File: src/rtl/life_pkg.sv
`default_nettype none
// ============================================================================
//  Module      : life_pkg
//  Description : Shared constants and types for the Game-of-Life engine.
//  Revision    : 1.0  initial release
// ============================================================================
package life_pkg;

  localparam int COLS_DEF = 32;
  localparam int ROWS_DEF = 24;

  typedef enum logic [2:0] {
    ST_IDLE  = 3'd0,
    ST_FETCH = 3'd1,
    ST_CAPT  = 3'd2,
    ST_WRITE = 3'd3,
    ST_CLR   = 3'd4,
    ST_DONE  = 3'd5
  } state_t;

  typedef logic [COLS_DEF-1:0] row_t;

endpackage
`default_nettype wire

File: src/rtl/life_row_next.sv
`default_nettype none
// ============================================================================
//  Module      : life_row_next
//  Description : Combinational B3/S23 rule for one row, with column wrap.
//                Row wrap is handled by whoever supplies above/below.
//  Revision    : 1.0  initial release
// ============================================================================
module life_row_next #(
  parameter int COLS = 32
) (
  input  logic [COLS-1:0] i_above,
  input  logic [COLS-1:0] i_mid,
  input  logic [COLS-1:0] i_below,
  output logic [COLS-1:0] o_next
);

  for (genvar c = 0; c < COLS; c++) begin : g_col
    localparam int c_left  = (c == 0) ? COLS - 1 : c - 1;
    localparam int c_right = (c == COLS - 1) ? 0 : c + 1;

    // Eight neighbours sum to at most 8, so 4 bits never overflow.
    logic [3:0] w_cnt;
    assign w_cnt = 4'(i_above[c_left]) + 4'(i_above[c]) + 4'(i_above[c_right])
                 + 4'(i_mid[c_left])                    + 4'(i_mid[c_right])
                 + 4'(i_below[c_left]) + 4'(i_below[c]) + 4'(i_below[c_right]);

    assign o_next[c] = (w_cnt == 4'd3) | (i_mid[c] & (w_cnt == 4'd2));
  end

endmodule
`default_nettype wire

File: src/rtl/life_gen_engine.sv
`default_nettype none
// ============================================================================
//  Module      : life_gen_engine
//  Description : Steps one Game-of-Life generation over a ping-pong row
//                memory using a three-row sliding window, or clears the
//                displayed bank. Keeps the generation counter.
//  Revision    : 1.0  initial release
// ============================================================================
module life_gen_engine
  import life_pkg::*;
#(
  parameter int COLS   = COLS_DEF,
  parameter int ROWS   = ROWS_DEF,
  parameter int ROW_AW = 5
) (
  input  logic              clk,
  input  logic              reset,
  input  logic              start,
  input  logic              clear,
  output logic              busy,
  output logic              done,
  output logic              disp_bank,
  output logic [15:0]       gen_count,
  output logic              rd_en,
  output logic [ROW_AW:0]   rd_addr,
  input  logic [COLS-1:0]   rd_data,
  output logic              wr_en,
  output logic [ROW_AW:0]   wr_addr,
  output logic [COLS-1:0]   wr_data
);

  localparam logic [ROW_AW-1:0] c_last_row = ROW_AW'(ROWS - 1);

  state_t            r_state;
  state_t            w_state_nxt;
  logic [ROW_AW-1:0] r_row;
  logic [1:0]        r_pre;       // window rows captured so far (saturates at 3)
  logic              r_is_clr;    // DONE finishes a clear rather than a step
  logic              r_disp_bank;
  logic [15:0]       r_gen_count;
  logic [COLS-1:0]   r_above;
  logic [COLS-1:0]   r_mid;
  logic [COLS-1:0]   r_below;
  logic [COLS-1:0]   w_next_row;
  logic [ROW_AW:0]   w_rd_sum;
  logic [ROW_AW-1:0] w_rd_row;

  life_row_next #(.COLS(COLS)) u_row_next (
    .i_above (r_above),
    .i_mid   (r_mid),
    .i_below (r_below),
    .o_next  (w_next_row)
  );

  // Row two below the one being written, wrapped to the top of the board.
  assign w_rd_sum = {1'b0, r_row} + (ROW_AW+1)'(2);
  assign w_rd_row = (w_rd_sum >= (ROW_AW+1)'(ROWS)) ?
                    ROW_AW'(w_rd_sum - (ROW_AW+1)'(ROWS)) : w_rd_sum[ROW_AW-1:0];

  assign busy      = (r_state != ST_IDLE);
  assign done      = (r_state == ST_DONE);
  assign disp_bank = r_disp_bank;
  assign gen_count = r_gen_count;

  // State register.
  always_ff @(posedge clk) begin
    if (reset) r_state <= ST_IDLE;
    else       r_state <= w_state_nxt;
  end

  // Next-state decode and memory strobes.
  always_comb begin
    w_state_nxt = r_state;
    rd_en       = 1'b0;
    rd_addr     = '0;
    wr_en       = 1'b0;
    wr_addr     = '0;
    wr_data     = '0;
    case (r_state)
      ST_IDLE: begin
        if (clear)      w_state_nxt = ST_CLR;
        else if (start) w_state_nxt = ST_FETCH;
      end
      ST_FETCH: begin
        rd_en       = 1'b1;
        rd_addr     = {r_disp_bank, r_row};
        w_state_nxt = ST_CAPT;
      end
      ST_CAPT: begin
        w_state_nxt = (r_pre >= 2'd2) ? ST_WRITE : ST_FETCH;
      end
      ST_WRITE: begin
        wr_en   = 1'b1;
        wr_addr = {~r_disp_bank, r_row};
        wr_data = w_next_row;
        if (r_row == c_last_row) begin
          w_state_nxt = ST_DONE;
        end else begin
          rd_en       = 1'b1;
          rd_addr     = {r_disp_bank, w_rd_row};
          w_state_nxt = ST_CAPT;
        end
      end
      ST_CLR: begin
        wr_en       = 1'b1;
        wr_addr     = {r_disp_bank, r_row};
        w_state_nxt = (r_row == c_last_row) ? ST_DONE : ST_CLR;
      end
      ST_DONE:  w_state_nxt = ST_IDLE;
      default:  w_state_nxt = ST_IDLE;
    endcase
  end

  // Window shifting, row pointer, bank flip and generation counter.
  always_ff @(posedge clk) begin
    if (reset) begin
      r_row       <= '0;
      r_pre       <= '0;
      r_is_clr    <= 1'b0;
      r_disp_bank <= 1'b0;
      r_gen_count <= '0;
      r_above     <= '0;
      r_mid       <= '0;
      r_below     <= '0;
    end else begin
      case (r_state)
        ST_IDLE: begin
          if (clear) begin
            r_row    <= '0;
            r_is_clr <= 1'b1;
          end else if (start) begin
            r_row    <= c_last_row;
            r_pre    <= '0;
            r_is_clr <= 1'b0;
          end
        end
        ST_CAPT: begin
          r_below <= rd_data;
          // During preload every capture also shifts the window up.
          if (r_pre != 2'd3) begin
            r_above <= r_mid;
            r_mid   <= r_below;
            r_pre   <= r_pre + 2'd1;
            if (r_pre == 2'd2 || r_row == c_last_row) r_row <= '0;
            else                                      r_row <= r_row + ROW_AW'(1);
          end
        end
        ST_WRITE: begin
          r_above <= r_mid;
          r_mid   <= r_below;
          if (r_row != c_last_row) r_row <= r_row + ROW_AW'(1);
        end
        ST_CLR: begin
          if (r_row != c_last_row) r_row <= r_row + ROW_AW'(1);
        end
        ST_DONE: begin
          if (r_is_clr) begin
            r_gen_count <= '0;
          end else begin
            r_disp_bank <= ~r_disp_bank;
            r_gen_count <= r_gen_count + 16'd1;
          end
        end
        default: ;
      endcase
    end
  end

endmodule
`default_nettype wire

File: config.mk
export PLATFORM = sky130hd
export DESIGN_NAME = life_gen_engine
export DESIGN_NICKNAME = d
export VERILOG_FILES = /design/src/rtl/life_pkg.sv /design/src/rtl/life_row_next.sv /design/src/rtl/life_gen_engine.sv
export SDC_FILE = /design/constraint.sdc
export NUM_CORES = 1
export LEC_CHECK = 0
export ABC_CLOCK_PERIOD_IN_PS = 6700
export BUFFER_PORTS_ARGS = -buffer_cell sky130_fd_sc_hd__buf_2
export CORE_ASPECT_RATIO = 1.25
export CORE_UTILIZATION = 29
export CTS_CLUSTER_SIZE = 14
export DETAILED_ROUTE_END_ITERATION = 12
export SLEW_MARGIN = 20
export SYNTH_ARGS = -nofsm -noshare
export SYNTH_HDL_FRONTEND = slang
export SYNTH_SLANG_ARGS = --single-unit
File: constraint.sdc
create_clock -name clk -period 6.7 [get_ports clk]
set_input_delay 1.005 -clock clk [delete_from_list [all_inputs] [get_ports clk]]
set_output_delay 1.005 -clock clk [all_outputs]
set_load 0.05 [all_outputs]
After elaboration in Yosys (flattened, before gate mapping)
Index checks and enable logic that the tools add are counted.
{"block": "word_totals", "ff_bits": 124, "inputBits": 36, "wordCells": 428}
{"block": "classes", "addsub": 229, "magnitude_cmp": 2, "eq_ne": 78, "muxes": 31, "n_bitwise": 66, "n_reduce_logical": 13}
{"cell": "$add 4x1->4", "count": 192}
{"cell": "$eq 4x2->1 const B", "count": 64}
{"cell": "$pmux 32 s2", "count": 2}
{"cell": "$mux 32", "count": 3}
{"cell": "$add 1x1->2", "count": 32}
{"cell": "$and 1x1->1", "count": 32}
{"cell": "$or 1x1->1", "count": 32}
{"cell": "$mux 5", "count": 6}
{"cell": "$pmux 6 s2", "count": 2}
{"cell": "$add 16x1->16 const B", "count": 1}
{"cell": "$mux 16", "count": 1}
{"cell": "$pmux 3 s5", "count": 1}
{"cell": "$pmux 5 s3", "count": 1}
{"cell": "$mux 3", "count": 3}
{"cell": "$mux 2", "count": 4}
{"cell": "$ne 2x2->1 const B", "count": 4}
{"cell": "$reduce_and 4->1", "count": 2}
{"cell": "$add 5x2->6 const B", "count": 1}
{"cell": "$eq 3x2->1 const B", "count": 2}
{"cell": "$eq 3x3->1 const B", "count": 2}
{"cell": "$ge 6x5->1 const B", "count": 1}
{"cell": "$mux 6", "count": 1}
{"cell": "$reduce_and 2->1", "count": 3}
{"cell": "$reduce_bool 2->1", "count": 3}
{"cell": "18 further kinds", "count": 24}

Logic depth before layout (Yosys ltp)
{"block": "depth", "depth_word": 11, "mapped_depth": 11}

By module
Synthesis repeated with hierarchy kept, for this count alone.
{"block": "unflattened", "hier_cells": 1315, "hier_area_um2": 10879.2}
{"module": "life_row_next", "n_inst": 1, "cells_each": 607, "area_per_inst_um2": 5441.5, "seq_area_each_um2": 0.0}
{"module": "life_gen_engine", "n_inst": 1, "cells_each": 708, "area_per_inst_um2": 5437.7, "seq_area_each_um2": 2482.4}

Worst setup path after synthesis
OpenSTA, ideal clock, no wires.
{"block": "synth_path", "path_type": "reg2out", "start": "register r_above[30]", "end": "output port wr_data[31]", "arrival_ns": 4.912, "required_ns": 5.695, "path_slack_ns": 0.783, "path_stages_with_launch": 11, "n_path_buf": 0, "cell_sequence": "dfxtp_1 ha_1 inv_1 fa_1 fa_1 inv_1 fa_1 inv_1 fa_1 a211o_1 a2111oi_0"}
{"block": "synth_via", "elab_chain_len": 11, "word_cells_on_any_way": 12, "cone_classes": "add/sub (7); eq/ne (2); mux (1); bitwise (2)"}
{"item": "start, declared", "line": "life_gen_engine.sv:41", "text": "logic [COLS-1:0] r_above;"}
{"item": "start signal, assigned", "line": "life_gen_engine.sv:141", "text": "r_above <= r_mid;"}
{"item": "start signal, assigned", "line": "life_gen_engine.sv:149", "text": "r_above <= r_mid;"}
{"item": "$add 1x1->2 (*)", "line": "life_row_next.sv:23", "text": "assign w_cnt = 4'(i_above[c_left]) + 4'(i_above[c]) + 4'(i_above[c_right])"}
{"item": "$add 4x1->4 (*)", "line": "life_row_next.sv:23"}
{"item": "$add 4x1->4 (*) (2 in series)", "line": "life_row_next.sv:24", "text": "+ 4'(i_mid[c_left]) + 4'(i_mid[c_right])"}
{"item": "$add 4x1->4 (*) (3 in series)", "line": "life_row_next.sv:25", "text": "+ 4'(i_below[c_left]) + 4'(i_below[c]) + 4'(i_below[c_right]);"}
{"item": "$eq 4x2->1", "line": "life_row_next.sv:27", "text": "assign o_next[c] = (w_cnt == 4'd3) | (i_mid[c] & (w_cnt == 4'd2));"}
{"item": "$and 1x1->1", "line": "life_row_next.sv:27"}
{"item": "$or 1x1->1 (*)", "line": "life_row_next.sv:27"}
{"item": "$mux 32 (*)", "line": "life_gen_engine.sv:79", "text": "case (r_state)"}
{"item": "end, declared", "line": "life_gen_engine.sv:29", "text": "output logic [COLS-1:0] wr_data"}
Mark *: on every way between the ends. The rest lies on a longest branch, timed or not.

Worst setup path in the final report
Ends and elaborated chain as after synthesis.

==> reports/metrics.csv <==
metric;value;unit
setup repair after global routing missed its margin;false;
Worst Hold Depth;2;
number of warnings printed during yosys synthesis;0;
GR Util All Layers;14.24;%
leading cell type in the layout, fill and taps excluded;inv_1;
total iterations of the first detailed-routing run;6;
PostCTS Resize Cnt;0;
wire length of the first global-routing pass;43.66;mm
complex-gate fraction of the synthesized area;13.42;%
Max Fclk;0.1917;GHz
share of the clock period used by the worst path after layout;77.85;%
detail-routed net length per standard cell;13.64;um
clock buffer depth;2;
total overflow reported by the global router;0;
die height;218.8;um
final critical-path required period;5.216;ns
mean area per synthesized cell;8.276;um2
endpoint class of the critical path;primary output;
number of slew-limit violations in the final report;0;
sequential share of the synthesized area;22.76;%
largest family of logic cells by synthesized area;adder cells;
Max H-tree Level;4;
required time of the worst setup path;5.69;ns
worst clock skew;0.009371;ns
remaining routing DRC violations;0;
relative slew slack;30.78;%
port buffer count;100;
Max-cap violations;0;
total nets after synthesis;1584;
largest fanout on the critical path;4;
maximum number of pins on one net before global-route repair;82;
number of clock sinks;124;
width of the die;175.5;um
via total after detailed routing;8728;
worst setup slack after placement;1.947;ns
total core area;37170;um2
Die Area;38400;um2
total clock buffers created by CTS;17;
critical path class;flop to primary output;
worst-margin pin slew;1.038;ns
Detailed Route WL;25.76;mm
half-perimeter wire length after detailed placement;18.50;mm
pwr/cell area;148.2;nW/um2
Hold-fix buffers, CTS;0;
Hold/Removal Path Class;flop to flop;
TritonCTS clock tree;done;
data arrival time at the worst-slack endpoint;4.21;ns
post-synthesis register bit count;124;
Root Buffer;clkbuf_16;
commonest cells after routing, fill and taps aside;inv_1, nand2_1, a21oi_1;
post-synthesis xor/xnor area fraction;0.1606;%
initial antenna violation count;0;
number of global-route vias before repair;8853;
Initial Util;29.35;%
Async SR Flop Fraction;0;%
clock slew at reported path FFs;0.06;ns
weighted congestion reported at the end of routability-driven placement;0.7749;
post-layout worst setup margin;1.484;ns
proportion of synthesized area in mux cells;0.5506;%
startpoint types;flop;
Post CTS Setup Buffer Count;0;
flip-flop cell with the highest count after synthesis;dfxtp_1;
number of nets with antenna violations after routing;0;
sum of negative setup slack;0;ns
Netlist Area Pre-Place;10910;um2
detailed-route vias per instance;4.620;
ports placed on the boundary;101;
initial DRC count;257;
Adder-Cell Fraction of Synth Area;35.19;%
layout cell share with drive strength beyond 1;10.62;%
source-to-sink clock delay at the later pin of the worst-skew pair;0.43;ns
area fraction in and, or, nand and nor cells after synthesis;14.98;%
cell count after synthesis;1318;
Layout Area Growth over Synthesis;13.57;%
net count reported at finish;1657;
worst ir drop on vdd;0.1655;mV
outcome;finished, final reports clean;
# setup viols final;0;
count of standard-cell rows;79;
number of library cell types mapped by synthesis;58;
number of enable flip-flop cells after synthesis;0;
Hold Vio Cnt, Final;0;
leakage power figure;5.178;nW
antenna diode count;0;
worst r2r path cells;5;
[cell families (layout without fill, tap and decap cells)]
group,count (synthesis),count (layout)
buf+inv,364,449
compound gates,231,231
simple gates,361,361
fa+ha+maj,230,230
flops,124,124
mux,6,6
xor+xnor,2,2
[worst max-delay path: stages (launching register included)]
cell	delay, ns
dfxtp_1	0.34
ha_1	0.29
inv_1	0.04
fa_1	0.49
fa_1	0.40
inv_1	0.08
fa_1	0.18
inv_1	0.05
fa_1	0.38
a211o_1	0.27
a2111oi_0	0.86
buf_2	0.41
[stage by stage]
| step | cell area (um2) | util, % | total power [mW] | hold slack [ns] | std cells |
|---|---|---|---|---|---|
| finish | 12390 | 33.33 | 1.836 | 0.4874 | 1889 |
| global route | 12390 | 33.33 | 1.922 | 0.5199 | 1889 |
| CTS | 12390 | 33.33 | 1.874 | 0.4913 | 1889 |
| detailed placement | 11840 | 31.84 | 0.9666 | 0.4816 | 1858 |
| global placement | 11840 | 31.84 | 0.9632 | 0.4670 | 1858 |
| floorplan | 10910 | - | 0.9144 | 0.4451 | 1318 |
[per-layer routing]
layer | GRT usage [%] | up-vias | wire length (um)
li1 | - | 4347 | -
met3 | 2.581 | 19 | 629
met5 | 0 | - | 0
met1 | 17.33 | 4256 | 11730
met4 | 4.609 | 0 | 348
met2 | 25.22 | 106 | 13050
[Yosys cell counts (2+ instances only)]
cell type | number | area share [%]
inv_1 | 314 | 11
nand2_1 | 220 | 7.6
a21oi_1 | 129 | 5.9
fa_1 | 128 | 23
dfxtp_1 | 124 | 23
ha_1 | 102 | 12
nor2_1 | 43 | 1.5
a2111oi_0 | 29 | 2.3
buf_2 | 24 | 1.1
clkbuf_1 | 22 | 0.76
nor4_1 | 21 | 1.2
a211o_1 | 16 | 1.3
o22ai_1 | 15 | 0.86
nor2b_1 | 13 | 0.75
nor3_1 | 12 | 0.55
a31oi_1 | 11 | 0.63
nand3_1 | 10 | 0.46
nand4_1 | 7 | 0.40
mux2i_1 | 6 | 0.55
o21ai_0 | 6 | 0.28
and2_1 | 5 | 0.29
a311oi_1 | 4 | 0.32
nand2b_1 | 4 | 0.23
or3_1 | 4 | 0.23
a21o_1 | 3 | 0.21
nor3b_1 | 3 | 0.21
o31ai_1 | 3 | 0.21
a311o_1 | 2 | 0.18
buf_4 | 2 | 0.14
nand3b_1 | 2 | 0.14
nor3_2 | 2 | 0.18
o21bai_1 | 2 | 0.14
or2_2 | 2 | 0.11
or3b_2 | 2 | 0.16
or4_1 | 2 | 0.14
xnor2_1 | 2 | 0.16
[final timing paths]
path,startpoint,slack [ns],to
max,r_above[30],1.48,wr_data[31]
min,r_mid[30],0.49,r_mid[30]
max reg2reg,r_state[1],4.42,r_mid[18]
min reg2reg,r_mid[30],0.49,r_mid[30]
[report_power, final]
part           switching [mW]  total [mW]  internal (mW)
registers              0.0280       0.777          0.749
clock network           0.380       0.888          0.509
logic                   0.114       0.170         0.0568
[registers in the layout, indices dropped and copies added (netlist names)]
name and cells:
r_above 32, r_below 32, r_mid 32, gen_count 16, r_row 5, r_state 3
r_pre 2, disp_bank 1, r_is_clr 1
[area by class of cell]
| class | instances | area [um2] |
|---|---|---|
| Multi-Input combinational cell | 830 | 7033 |
| Clock inverter | 13 | 123.9 |
| Timing Repair Buffer | 104 | 533.0 |
| Sequential cell | 124 | 2482 |
| Inverter | 314 | 1179 |
| Clock buffer | 18 | 429.2 |
| Tap cell | 486 | 608.1 |
| Fill cell | 3933 | 24780 |
No activity file was read; power rests on OpenSTA's default activity.
